===== config.mk =====
export PLATFORM = sky130hd
export DESIGN_NAME = aes_dec_word_loader
export DESIGN_NICKNAME = d
export VERILOG_FILES = /design/src/rtl/aes_dec_word_loader.sv
export SDC_FILE = /design/constraint.sdc
export NUM_CORES = 1
export LEC_CHECK = 0
export BUFFER_PORTS_ARGS = -buffer_cell sky130_fd_sc_hd__buf_2
export CAP_MARGIN = 20
export CORE_ASPECT_RATIO = 0.5
export CORE_MARGIN = 1.5
export CORE_UTILIZATION = 56
export DETAILED_ROUTE_END_ITERATION = 16
export GPL_ROUTABILITY_DRIVEN = 0
export PLACE_DENSITY = 0.86
export RECOVER_POWER = 25
export SLEW_MARGIN = 20
export SYNTH_ARGS = -nofsm -noshare
export SYNTH_HDL_FRONTEND = slang
export SYNTH_SLANG_ARGS = --single-unit

===== constraint.sdc =====
create_clock -name clk -period 2.6 [get_ports clk]
set_input_delay 0.26 -clock clk [delete_from_list [all_inputs] [get_ports clk]]
set_output_delay 0.26 -clock clk [all_outputs]
set_load 0.02 [all_outputs]

===== src/rtl/aes_dec_word_loader.sv =====
`timescale 1ns/1ps
`default_nettype none
// ============================================================================
//  Module   : aes_dec_word_loader
//  Purpose  : Word-serial key/ciphertext loader and plaintext streamer wrapped
//             around a combinational AES-128 decryptor.
//  Options  : AES_LDR_BLKCNT_EN adds a saturating completed-block counter.
//  Revision : 1.0  initial release
// ============================================================================
module aes_dec_word_loader #(
    parameter int unsigned DEC_LAT = 2
) (
    input  logic         clk,
    input  logic         rst_n,
    input  logic         key_wr,
    input  logic [1:0]   key_idx,
    input  logic [31:0]  key_word,
    output logic         key_err,
    input  logic         s_valid,
    output logic         s_ready,
    input  logic [31:0]  s_data,
    output logic [127:0] dec_in,
    output logic [127:0] dec_key,
    input  logic [127:0] dec_out,
    output logic         m_valid,
    input  logic         m_ready,
    output logic [31:0]  m_data,
    output logic         m_last,
`ifdef AES_LDR_BLKCNT_EN
    output logic [15:0]  blk_cnt,
`endif
    output logic         busy
);

    localparam logic [3:0] c_LAT_INIT = 4'(DEC_LAT - 1);

    typedef enum logic [1:0] {
        ST_COLLECT = 2'd0,
        ST_WAIT    = 2'd1,
        ST_SEND    = 2'd2
    } state_t;

    state_t        state_q,   state_d;
    logic [1:0]    cnt_q,     cnt_d;
    logic [3:0]    lat_q,     lat_d;
    logic [127:0]  key_q,     key_d;
    logic [127:0]  ct_q,      ct_d;
    logic [127:0]  pt_q,      pt_d;
    logic          s_ready_q, s_ready_d;
    logic          m_valid_q, m_valid_d;
    logic          m_last_q,  m_last_d;
    logic [31:0]   m_data_q,  m_data_d;
    logic          key_err_q, key_err_d;
    logic          busy_q,    busy_d;
`ifdef AES_LDR_BLKCNT_EN
    logic [15:0]   blk_cnt_q, blk_cnt_d;
`endif

    logic w_s_acc;
    logic w_m_acc;

    // Word i of a 128-bit vector lives at [127-32i -: 32].
    function automatic logic [31:0] get_word(input logic [127:0] v, input logic [1:0] idx);
        logic [31:0] r;
        case (idx)
            2'd0:    r = v[127:96];
            2'd1:    r = v[95:64];
            2'd2:    r = v[63:32];
            default: r = v[31:0];
        endcase
        return r;
    endfunction

    function automatic logic [127:0] put_word(input logic [127:0] v, input logic [1:0] idx,
                                              input logic [31:0] w);
        logic [127:0] r;
        r = v;
        case (idx)
            2'd0:    r[127:96] = w;
            2'd1:    r[95:64]  = w;
            2'd2:    r[63:32]  = w;
            default: r[31:0]   = w;
        endcase
        return r;
    endfunction

    assign w_s_acc = s_valid & s_ready_q;
    assign w_m_acc = m_valid_q & m_ready;

    always_comb begin
        state_d   = state_q;
        cnt_d     = cnt_q;
        lat_d     = lat_q;
        key_d     = key_q;
        ct_d      = ct_q;
        pt_d      = pt_q;
        s_ready_d = s_ready_q;
        m_valid_d = m_valid_q;
        m_last_d  = m_last_q;
        m_data_d  = m_data_q;
        key_err_d = 1'b0;
        busy_d    = busy_q;
`ifdef AES_LDR_BLKCNT_EN
        blk_cnt_d = blk_cnt_q;
`endif

        // The key may only change before the first ciphertext word of a block.
        if (key_wr) begin
            if (state_q == ST_COLLECT && cnt_q == 2'd0) begin
                key_d = put_word(key_q, key_idx, key_word);
            end else begin
                key_err_d = 1'b1;
            end
        end

        case (state_q)
            ST_COLLECT: begin
                if (w_s_acc) begin
                    ct_d  = {ct_q[95:0], s_data};
                    cnt_d = cnt_q + 2'd1;
                    if (cnt_q == 2'd3) begin
                        state_d   = ST_WAIT;
                        lat_d     = c_LAT_INIT;
                        s_ready_d = 1'b0;
                        busy_d    = 1'b1;
                    end
                end
            end

            ST_WAIT: begin
                if (lat_q == 4'd0) begin
                    pt_d      = dec_out;
                    state_d   = ST_SEND;
                    m_valid_d = 1'b1;
                    m_data_d  = dec_out[127:96];
                    m_last_d  = 1'b0;
                end else begin
                    lat_d = lat_q - 4'd1;
                end
            end

            ST_SEND: begin
                if (w_m_acc) begin
                    if (cnt_q == 2'd3) begin
                        state_d   = ST_COLLECT;
                        cnt_d     = 2'd0;
                        m_valid_d = 1'b0;
                        m_last_d  = 1'b0;
                        s_ready_d = 1'b1;
                        busy_d    = 1'b0;
`ifdef AES_LDR_BLKCNT_EN
                        if (blk_cnt_q != 16'hFFFF) begin
                            blk_cnt_d = blk_cnt_q + 16'd1;
                        end
`endif
                    end else begin
                        cnt_d    = cnt_q + 2'd1;
                        m_data_d = get_word(pt_q, cnt_q + 2'd1);
                        m_last_d = (cnt_q == 2'd2);
                    end
                end
            end

            default: begin
                state_d   = ST_COLLECT;
                cnt_d     = 2'd0;
                s_ready_d = 1'b1;
                m_valid_d = 1'b0;
                m_last_d  = 1'b0;
                busy_d    = 1'b0;
            end
        endcase
    end

    always_ff @(posedge clk) begin
        if (!rst_n) begin
            state_q   <= ST_COLLECT;
            cnt_q     <= 2'd0;
            lat_q     <= 4'd0;
            key_q     <= '0;
            ct_q      <= '0;
            pt_q      <= '0;
            s_ready_q <= 1'b1;
            m_valid_q <= 1'b0;
            m_last_q  <= 1'b0;
            m_data_q  <= '0;
            key_err_q <= 1'b0;
            busy_q    <= 1'b0;
`ifdef AES_LDR_BLKCNT_EN
            blk_cnt_q <= 16'd0;
`endif
        end else begin
            state_q   <= state_d;
            cnt_q     <= cnt_d;
            lat_q     <= lat_d;
            key_q     <= key_d;
            ct_q      <= ct_d;
            pt_q      <= pt_d;
            s_ready_q <= s_ready_d;
            m_valid_q <= m_valid_d;
            m_last_q  <= m_last_d;
            m_data_q  <= m_data_d;
            key_err_q <= key_err_d;
            busy_q    <= busy_d;
`ifdef AES_LDR_BLKCNT_EN
            blk_cnt_q <= blk_cnt_d;
`endif
        end
    end

    assign dec_in  = ct_q;
    assign dec_key = key_q;
    assign s_ready = s_ready_q;
    assign m_valid = m_valid_q;
    assign m_data  = m_data_q;
    assign m_last  = m_last_q;
    assign key_err = key_err_q;
    assign busy    = busy_q;
`ifdef AES_LDR_BLKCNT_EN
    assign blk_cnt = blk_cnt_q;
`endif

endmodule
`default_nettype wire


; ---- Yosys cells after proc, flatten, opt, wreduce, memory -nomap -nowiden
; Cells that the tools add are included.
[word_totals]
output_inout_bits = 293
ff_bits = 429
word_cells = 94
[op_classes]
bitwise_logic = 5
reduce_logical = 23
mux = 34
eq_ne = 15
addsub = 2
[ops]
columns = cell, n
row1 = $mux 32, 3
row2 = $pmux 32 s3, 1
row3 = $pmux 32 s2, 1
row4 = $reduce_and 3->1, 6
row5 = $mux 2, 8
row6 = $mux 4, 3
row7 = $ne 2x2->1 const B, 6
row8 = $pmux 1 s3, 4
row9 = $pmux 2 s3, 2
row10 = $reduce_and 4->1, 3
row11 = $mux 1, 11
row12 = $eq 2x2->1 const B, 5
row13 = $reduce_and 5->1, 2
row14 = $logic_not 2->1, 4
row15 = $pmux 4 s2, 1
row16 = $eq 2x1->1 const B, 3
row17 = $reduce_and 2->1, 3
row18 = $logic_not 4->1, 1
row19 = $reduce_bool 2->1, 2
row20 = $sub 4x1->4 const B, 1
row21 = $not 1->1, 3
row22 = $reduce_or 3->1, 1
row23 = $add 2x1->2 const B, 1
row24 = $and 1x1->1, 2
row25 = other kinds (2), 2

; ---- Logic depth before layout (Yosys ltp)
; Gate-level depths: netlist of run 1.
[depth]
ltp_word = 6
ltp_mapped = 9
depth_no_buf = 6

; ---- Worst setup path after synthesis of run 1
; Ideal clock, no wire load.
[synth_timing]
kind = reg-to-reg
from = reg cnt_q[0]
to = reg m_data_q[10] (netlist: m_data[10])
slack_ns = 0.867
stages_incl_launch_ff = 9
required_time_ns = 2.530
arrival_time_ns = 1.664
synth_period_minus_slack_ns = 1.733
cell_sequence = dfxtp_1 inv_1 ha_1 clkbuf_1 clkbuf_1 a21oi_1 a221oi_1 a21oi_1 a21oi_1
[synth_between]
elab_chain_len = 6
[synth_rtl]
columns = item, line
row1 = "start, declared", 44  ; logic [1:0] cnt_q, cnt_d;
row2 = "start signal, assigned", 194  ; cnt_q <= cnt_d;
row3 = $add 2x1->2, 158  ; m_data_d = get_word(pt_q, cnt_q + 2'd1);
row4 = $eq 2x2->1 (tied with other cells), 65  ; case (idx)
row5 = $pmux 32 s3, 65
row6 = $mux 32, 144  ; if (cnt_q == 2'd3) begin
row7 = $mux 32, 143  ; if (w_m_acc) begin
row8 = $pmux 32 s2, 116  ; case (state_q)
row9 = "end signal, assigned", 202  ; m_data_q <= m_data_d;
row10 = "end, declared", 52  ; logic [31:0] m_data_q, m_data_d;
; Several ways; a longest one is shown, not always the timed one. The select of a mux whose other input is x is not followed.
; A chain may end at the register's enable or synchronous reset.

; ---- Worst setup path in the final report of run 1
[layout_timing]
from = reg lat_q[0]
to = reg pt_q[122]
[layout_between]
elab_chain_len = 2
[layout_rtl]
columns = item, line
row1 = "start, declared", 45  ; logic [3:0] lat_q, lat_d;
row2 = "start signal, assigned", 195  ; lat_q <= lat_d;
row3 = $logic_not 4->1, 131  ; if (lat_q == 4'd0) begin
row4 = $reduce_and 2->1 (no source line), --
row5 = "end signal, assigned", 198  ; pt_q <= pt_d;
row6 = "end, declared", 48  ; logic [127:0] pt_q, pt_d;
; No other way between the ends.

==> results of run 1 <==
-- worst min path at each step --
stage                              to  slack (ps)
2_1_floorplan      key_err$_SDFF_PN0_         370
4_1_cts        dec_in[3]$_SDFFE_PN0P_         0.6
5_1_grt        pt_q[127]$_SDFFE_PN0P_           6
6_report       pt_q[127]$_SDFFE_PN0P_           9
3_3_place_gp    pt_q[72]$_SDFFE_PN0P_         440
3_5_place_dp    pt_q[98]$_SDFFE_PN0P_         450
-- cell type report --
cell class                      instances  area share
Clock inverter                         14     0.00581
Sequential cell                       429       0.391
Inverter                               37     0.00633
Multi-Input combinational cell       1349       0.324
Clock buffer                           49      0.0465
Tap cell                              391      0.0223
Antenna cell                            8    0.000912
Timing Repair Buffer                  702       0.203
-- placed cells by master, fill, tap and decap left out, types with 9 or more instances in the layout --
cell                            netlist  layout
sky130_fd_sc_hd__a21boi_0           155     155
sky130_fd_sc_hd__a21boi_1           102     102
sky130_fd_sc_hd__a21oi_1             97      97
sky130_fd_sc_hd__a221oi_1            32      32
sky130_fd_sc_hd__a22oi_1             33      33
sky130_fd_sc_hd__buf_12               0      16
sky130_fd_sc_hd__buf_2               34     310
sky130_fd_sc_hd__buf_4               13      21
sky130_fd_sc_hd__clkbuf_1           102     187
sky130_fd_sc_hd__clkbuf_16            0      37
sky130_fd_sc_hd__clkinv_2             0       9
sky130_fd_sc_hd__dfxtp_1            429     429
sky130_fd_sc_hd__dlygate4sd3_1        0     174
sky130_fd_sc_hd__inv_1               37      37
sky130_fd_sc_hd__nand2_1            585     584
sky130_fd_sc_hd__nand3_1            132     131
sky130_fd_sc_hd__o21ai_0            127     127
sky130_fd_sc_hd__o21ai_1             34      34
-- per-layer routing --
metal | share of wire | up-vias
met1 | 0.39 | 7734
met3 | 0.070 | 261
li1 | - | 7834
met5 | 0 | -
met2 | 0.48 | 800
met4 | 0.060 | 0
-- sequential cells by signal, summed over array words and instances, names as in the netlist, 2 cells and up --
name,flops
dec_key,128
state_q,2
pt_q,128
m_data,32
cnt_q,2
lat_q,4
dec_in,128
-- worst min-delay path: stages --
cell	delay, ps
sky130_fd_sc_hd__buf_2	110
sky130_fd_sc_hd__nand2_1	50
sky130_fd_sc_hd__a21boi_0	70
-- per-stage QoR --
| stage | area [sq um] | instances |
|---|---|---|
| 6_report | 22000 | 2979 |
| 4_1_cts | 22100 | 2970 |
| 5_1_grt | 21900 | 2976 |
| 2_1_floorplan | 16500 | 1985 |
| 3_3_place_gp | 19300 | 2734 |
| 3_5_place_dp | 19300 | 2734 |
-- report_power, final --
part           internal [mW]  switching [mW]  total, mW  leakage (nW)
Sequential              6.72           0.102       6.82          3.47
Clock                   2.97            2.46       5.43         0.564
Combinational          0.577           0.885       1.46          4.27
-- cells by family after synthesis --
family / count (synthesis) / synth area share
and+or+nand+nor: 746 / 0.186
AOI/OAI and AO/OA: 590 / 0.233
DFF: 429 / 0.520
buffers and inverters: 207 / 0.0528
adders and majority gates: 9 / 0.00681
xor gates and xnor gates: 3 / 0.00159
muxes: 1 / 0.000606
==> Flow_metrics.wiki, run 1 <==
{| class="wikitable"
! Metric !! Value
|-
| Met3 usage in global routing || 0.0715
|-
| Maximum clock frequency || 457 MHz
|-
| Residual DRC || 0
|-
| Aggregate global-route resource usage || 0.337
|-
| CP Buf/Inv Count || 2
|-
| Mean routed wirelength per cell || 17.9 um
|-
| Warning count from the yosys run || 0
|-
| Primary flip-flop cell chosen by synthesis mapping || sky130_fd_sc_hd__dfxtp_1
|-
| # fillers || 2001
|-
| GRT met2 Usage || 0.563
|-
| Setup total negative slack || 0 ps
|-
| Count of cell instances traversed by the critical path || 7
|-
| Clk_lat worst skew || 520 ps
|-
| DR vias/cell || 5.58
|-
| GRT busiest layer || met2
|-
| Post-cts resize count || 0
|-
| Avg Synthesized Cell Area || 8.33 sq um
|-
| Global-route wire length before repair || 83700 um
|-
| Initial cell density of the core || 0.570
|-
| Number of cell instances on the worst register-to-register path || 7
|-
| Critical path start-end classification || flip-flop to flip-flop
|-
| Largest net degree at the start of global routing || 129
|-
| Fraction of registers with async set/reset || 0
|-
| Total number of vias || 16600
|-
| Launching element of the worst setup path || lat_q[0]$_SDFFE_PN0P_
|-
| Proportion of synthesized chip area in sequential cells || 0.520
|-
| Setup clock skew after layout || 18.7 ps
|-
| Power per cell area || 625 mW/mm^2
|-
| Crit path max-delay family || simple AND/OR/NAND/NOR gates
|-
| Final clock period utilization by the worst path || 0.841
|-
| Number of distinct library cells after synthesis || 43
|-
| Synthesis-stage register bit count || 429
|-
| Area Overhead vs Synth || 32.8%
|-
| Largest fanout on the critical path || 27
|-
| Static leakage || 8.31 nW
|-
| Library cell with the highest instance count after synthesis || sky130_fd_sc_hd__nand2_1
|-
| Destination of the worst register-to-register timing path || pt_q[122]$_SDFFE_PN0P_
|-
| Clock tree from TritonCTS || built
|-
| Worst Tran Pin Value || 819 ps
|-
| Clock H-tree levels || 2
|-
| Minimum setup slack in the final design || 413 ps
|-
| Leading post-synthesis cells by instance count || sky130_fd_sc_hd__nand2_1, sky130_fd_sc_hd__dfxtp_1, sky130_fd_sc_hd__a21boi_0
|-
| Root Buffer || sky130_fd_sc_hd__clkbuf_16
|-
| Number of antenna violations at the first check in global routing || 7
|-
| Met1 usage || 0.397
|-
| Signal arrival time at the worst endpoint || 2600 ps
|-
| Setup Viol. Count Final || 0
|-
| Sum of net half-perimeters after detailed placement || 31800 um
|-
| Post-synth EDFFs || 0
|-
| Maximum single-stage delay on the critical path || 490 ps
|-
| Timing endpoint of the critical path || pt_q[122]$_SDFFE_PN0P_
|-
| Number of placed I/O pins || 492
|-
| Area of the multi-input gates || 0.00710 sq mm
|-
| Final critical-path required period || 2190 ps
|-
| Cell breakdown of the critical path || inv_1, ha_1, or3b_1, nor2_4, buf_12, nand2_1, a21boi_0
|-
| DR iter-0 viols || 1435
|-
| Overall overflow remaining after global route || 0
|-
| Core Rows || 44
|-
| Post-DRT Antenna Nets || 0
|-
| Max-cap violations || 0
|-
| Post-CTS setup buffer count || 0
|-
| Synthesized Nets || 2193
|-
| Worst slack after detailed placement || 526 ps
|-
| Vias in the first global route || 16000
|-
| Critical Path Slowest Stage Cell || sky130_fd_sc_hd__or3b_1
|-
| Core Footprint || 0.0290 sq mm
|-
| Hold crit path type || input port to flip-flop
|-
| Biggest area contributors in the synthesized netlist || sky130_fd_sc_hd__dfxtp_1, sky130_fd_sc_hd__nand2_1, sky130_fd_sc_hd__a21boi_0
|-
| Library cell occupying the most area in the post-synthesis netlist || sky130_fd_sc_hd__dfxtp_1
|-
| Area of the mapped netlist || 0.0165 sq mm
|-
| Final hold violation count || 0
|-
| Total number of nets in the final design || 2764
|-
| Share of final-layout standard cells stronger than drive strength 1 || 0.161
|-
| Total clock buffers created by CTS || 37
|-
| Post-route core utilization || 0.757
|-
| Syn Inst Count || 1985
|-
| Setup repair after global routing missed its margin || false
|-
| Fraction of synthesized cell area taken by the top area cell type || 0.520
|-
| Launching point of the worst reg2reg path || lat_q[0]$_SDFFE_PN0P_
|-
| Post-route worst hold slack || 9.00 ps
|-
| Cell depth of the worst hold path || 3
|-
| Hold Startpoint || dec_out[127]
|-
| CP startpoint kind || flip-flop
|-
| Minimum setup slack among reg-to-reg paths || 410 ps
|-
| Worst slew margin relative to its limit || 0.454
|-
| Nature of the critical path endpoint || flip-flop
|-
| Longest Clk Path Bufs || 3
|-
| Number of clock sinks seen by CTS || 429
|-
| Run status || finished, final reports clean
|-
| Number of buffer cells added on primary ports || 491
|-
| Hold-fix buffer count after cts || 173
|-
| Data required time of the critical path || 3010 ps
|-
| Overall Power || 13.7 mW
|-
| First-pass DRT Iterations || 6
|-
| Die Span X || 246 um
|-
| Area taken by flip-flops and latches || 0.00859 sq mm
|-
| Number of pins exceeding their max-slew limit in the final report || 0
|-
| Final wirelength || 53300 um
|-
| Die Ht || 124 um
|-
| Floorplan die area || 0.0306 sq mm
|-
| Max rail drop VDD || 0.579 mV
|-
| Clock edge transition at the registers on the reported setup and hold paths || 70 ps
|}
(Power assumes the default switching activity.)
==> inputs of run 2 (changes only) <==
CORE_UTILIZATION = 52   (was 56)
PLACE_DENSITY = 0.8   (was 0.86)
clock period = 2.1 ns   (was 2.6 ns; I/O delays follow)
==> Flow_metrics.wiki, run 2 (synthesis gave the netlist of run 1 again) <==
{| class="wikitable"
! Metric !! Value
|-
| Number of clock sinks seen by CTS || 429
|-
| Static leakage || 8.48 nW
|-
| Floorplan die area || 0.0329 sq mm
|-
| Final clock period utilization by the worst path || 0.930
|-
| Worst slew margin relative to its limit || 0.598
|-
| Total number of vias || 16700
|-
| Hold crit path type || input port to flip-flop
|-
| Overall overflow remaining after global route || 0
|-
| Final critical-path required period || 1950 ps
|-
| Die Span X || 255 um
|-
| Cell breakdown of the critical path || inv_1, ha_1, nor3b_4, and4b_2, buf_4, nand3_1, o21ai_0
|-
| Number of placed I/O pins || 492
|-
| Largest net degree at the start of global routing || 129
|-
| Nature of the critical path endpoint || flip-flop
|-
| Initial cell density of the core || 0.537
|-
| Final hold violation count || 0
|-
| Longest Clk Path Bufs || 3
|-
| # fillers || 2370
|-
| DR vias/cell || 5.53
|-
| Worst Tran Pin Value || 603 ps
|-
| Global-route wire length before repair || 82500 um
|-
| Maximum clock frequency || 512 MHz
|-
| Maximum single-stage delay on the critical path || 360 ps
|-
| Setup clock skew after layout || 18.2 ps
|-
| Signal arrival time at the worst endpoint || 2390 ps
|-
| Critical path start-end classification || flip-flop to flip-flop
|-
| Residual DRC || 0
|-
| Area of the multi-input gates || 0.00712 sq mm
|-
| Max rail drop VDD || 0.521 mV
|-
| Setup repair after global routing missed its margin || false
|-
| Area taken by flip-flops and latches || 0.00859 sq mm
|-
| Core Footprint || 0.0308 sq mm
|-
| Worst slack after detailed placement || 127 ps
|-
| Run status || finished, final reports clean
|-
| Mean routed wirelength per cell || 17.9 um
|-
| Clk_lat worst skew || 520 ps
|-
| Data required time of the critical path || 2540 ps
|-
| Root Buffer || sky130_fd_sc_hd__clkbuf_16
|-
| First-pass DRT Iterations || 7
|-
| Power per cell area || 781 mW/mm^2
|-
| Area Overhead vs Synth || 35.4%
|-
| Setup total negative slack || 0 ps
|-
| Die Ht || 129 um
|-
| Sum of net half-perimeters after detailed placement || 31900 um
|-
| Largest fanout on the critical path || 26
|-
| Share of final-layout standard cells stronger than drive strength 1 || 0.162
|-
| Highest-count cells in the layout ignoring fill and taps || sky130_fd_sc_hd__nand2_1, sky130_fd_sc_hd__dfxtp_1, sky130_fd_sc_hd__buf_2, sky130_fd_sc_hd__dlygate4sd3_1, sky130_fd_sc_hd__clkbuf_1
|-
| Number of antenna violations at the first check in global routing || 8
|-
| Setup Viol. Count Final || 0
|-
| Critical Path Slowest Stage Cell || sky130_fd_sc_hd__dfxtp_1
|-
| Number of buffer cells added on primary ports || 491
|-
| Core Rows || 45
|-
| DR iter-0 viols || 1744
|-
| Clock edge transition at the registers on the reported setup and hold paths || 70 ps
|-
| Total clock buffers created by CTS || 38
|-
| Final wirelength || 54200 um
|-
| Clock H-tree levels || 2
|-
| Post-DRT Antenna Nets || 0
|-
| Minimum setup slack in the final design || 147 ps
|-
| CP startpoint kind || flip-flop
|-
| Clock tree from TritonCTS || built
|-
| Vias in the first global route || 15600
|-
| Aggregate global-route resource usage || 0.315
|-
| Total number of nets in the final design || 2784
|-
| Leading cell type in the layout, fill and taps excluded || sky130_fd_sc_hd__nand2_1
|-
| Number of pins exceeding their max-slew limit in the final report || 0
|-
| Max-cap violations || 0
|}
[run 2: what timing repair did]
| action | in CTS | in global routing |
|---|---|---|
| buffers inserted | 0 | 0 |
| resized for setup | 0 | 4 |
| endpoints found under the hold margin | 226 | 0 |
| endpoints found under the setup margin | 0 | 12 |
| hold buffers | 193 | 0 |
[run 2: path summary, 6_finish.rpt]
path                              endpoint             startpoint  slack (ps)  cells after the start
setup reg to reg  dec_key[71]$_SDFFE_PN0P_  cnt_q[1]$_SDFFE_PN0P_         150                      7
hold reg to reg      pt_q[66]$_SDFFE_PN0P_  pt_q[66]$_SDFFE_PN0P_         450                      2
setup / recovery  dec_key[71]$_SDFFE_PN0P_  cnt_q[1]$_SDFFE_PN0P_         150                      7
hold / removal        s_ready$_SDFFE_PN1P_                s_valid          80                      3
[run 2: where the power goes]
part	total (mW)	internal (mW)	switching, mW	leakage (nW)
sequential	8.44	8.32	0.120	3.47
clock	7.15	4.06	3.09	0.618
combinational	1.88	0.766	1.12	4.39
total	17.5	13.1	4.33	8.48
[run 2: per-layer routing]
metal,global-route usage,part of all wire,up-vias
li1,-,-,7879
met1,0.370,0.39,7836
met2,0.533,0.49,774
met3,0.0789,0.071,246
met4,0.174,0.054,6
met5,0,0.00066,-
[run 2: final cells by class]
class | instances | area share
Sequential cell | 429 | 0.384
Clock buffer | 56 | 0.0515
Inverter | 37 | 0.00620
Tap cell | 423 | 0.0236
Multi-Input combinational cell | 1349 | 0.318
Clock inverter | 8 | 0.00436
Antenna cell | 7 | 0.000783
Timing Repair Buffer | 721 | 0.212
[run 2: critical path: cells and delay by family (launching register included)]
family	cells	cell delay, ps
buffers and inverters	2	410
and+or+nand+nor	3	780
DFF	1	360
AOI/OAI and AO/OA	1	120
adders and majority gates	1	170
[run 2: metrics by stage]
step | power (mW) | hold slack [ps] | area (sq um) | util | instances
3_5_place_dp | 10.2 | 444 | 19400 | 0.630 | 2766
4_1_cts | 17.5 | 59.2 | 22600 | 0.733 | 3023
2_1_floorplan | 9.47 | 324 | 16500 | - | 1985
5_1_grt | 18.1 | 77.9 | 22400 | 0.727 | 3026
3_3_place_gp | 10.2 | 437 | 19400 | 0.630 | 2766
6_report | 17.5 | 76.6 | 22400 | 0.727 | 3030
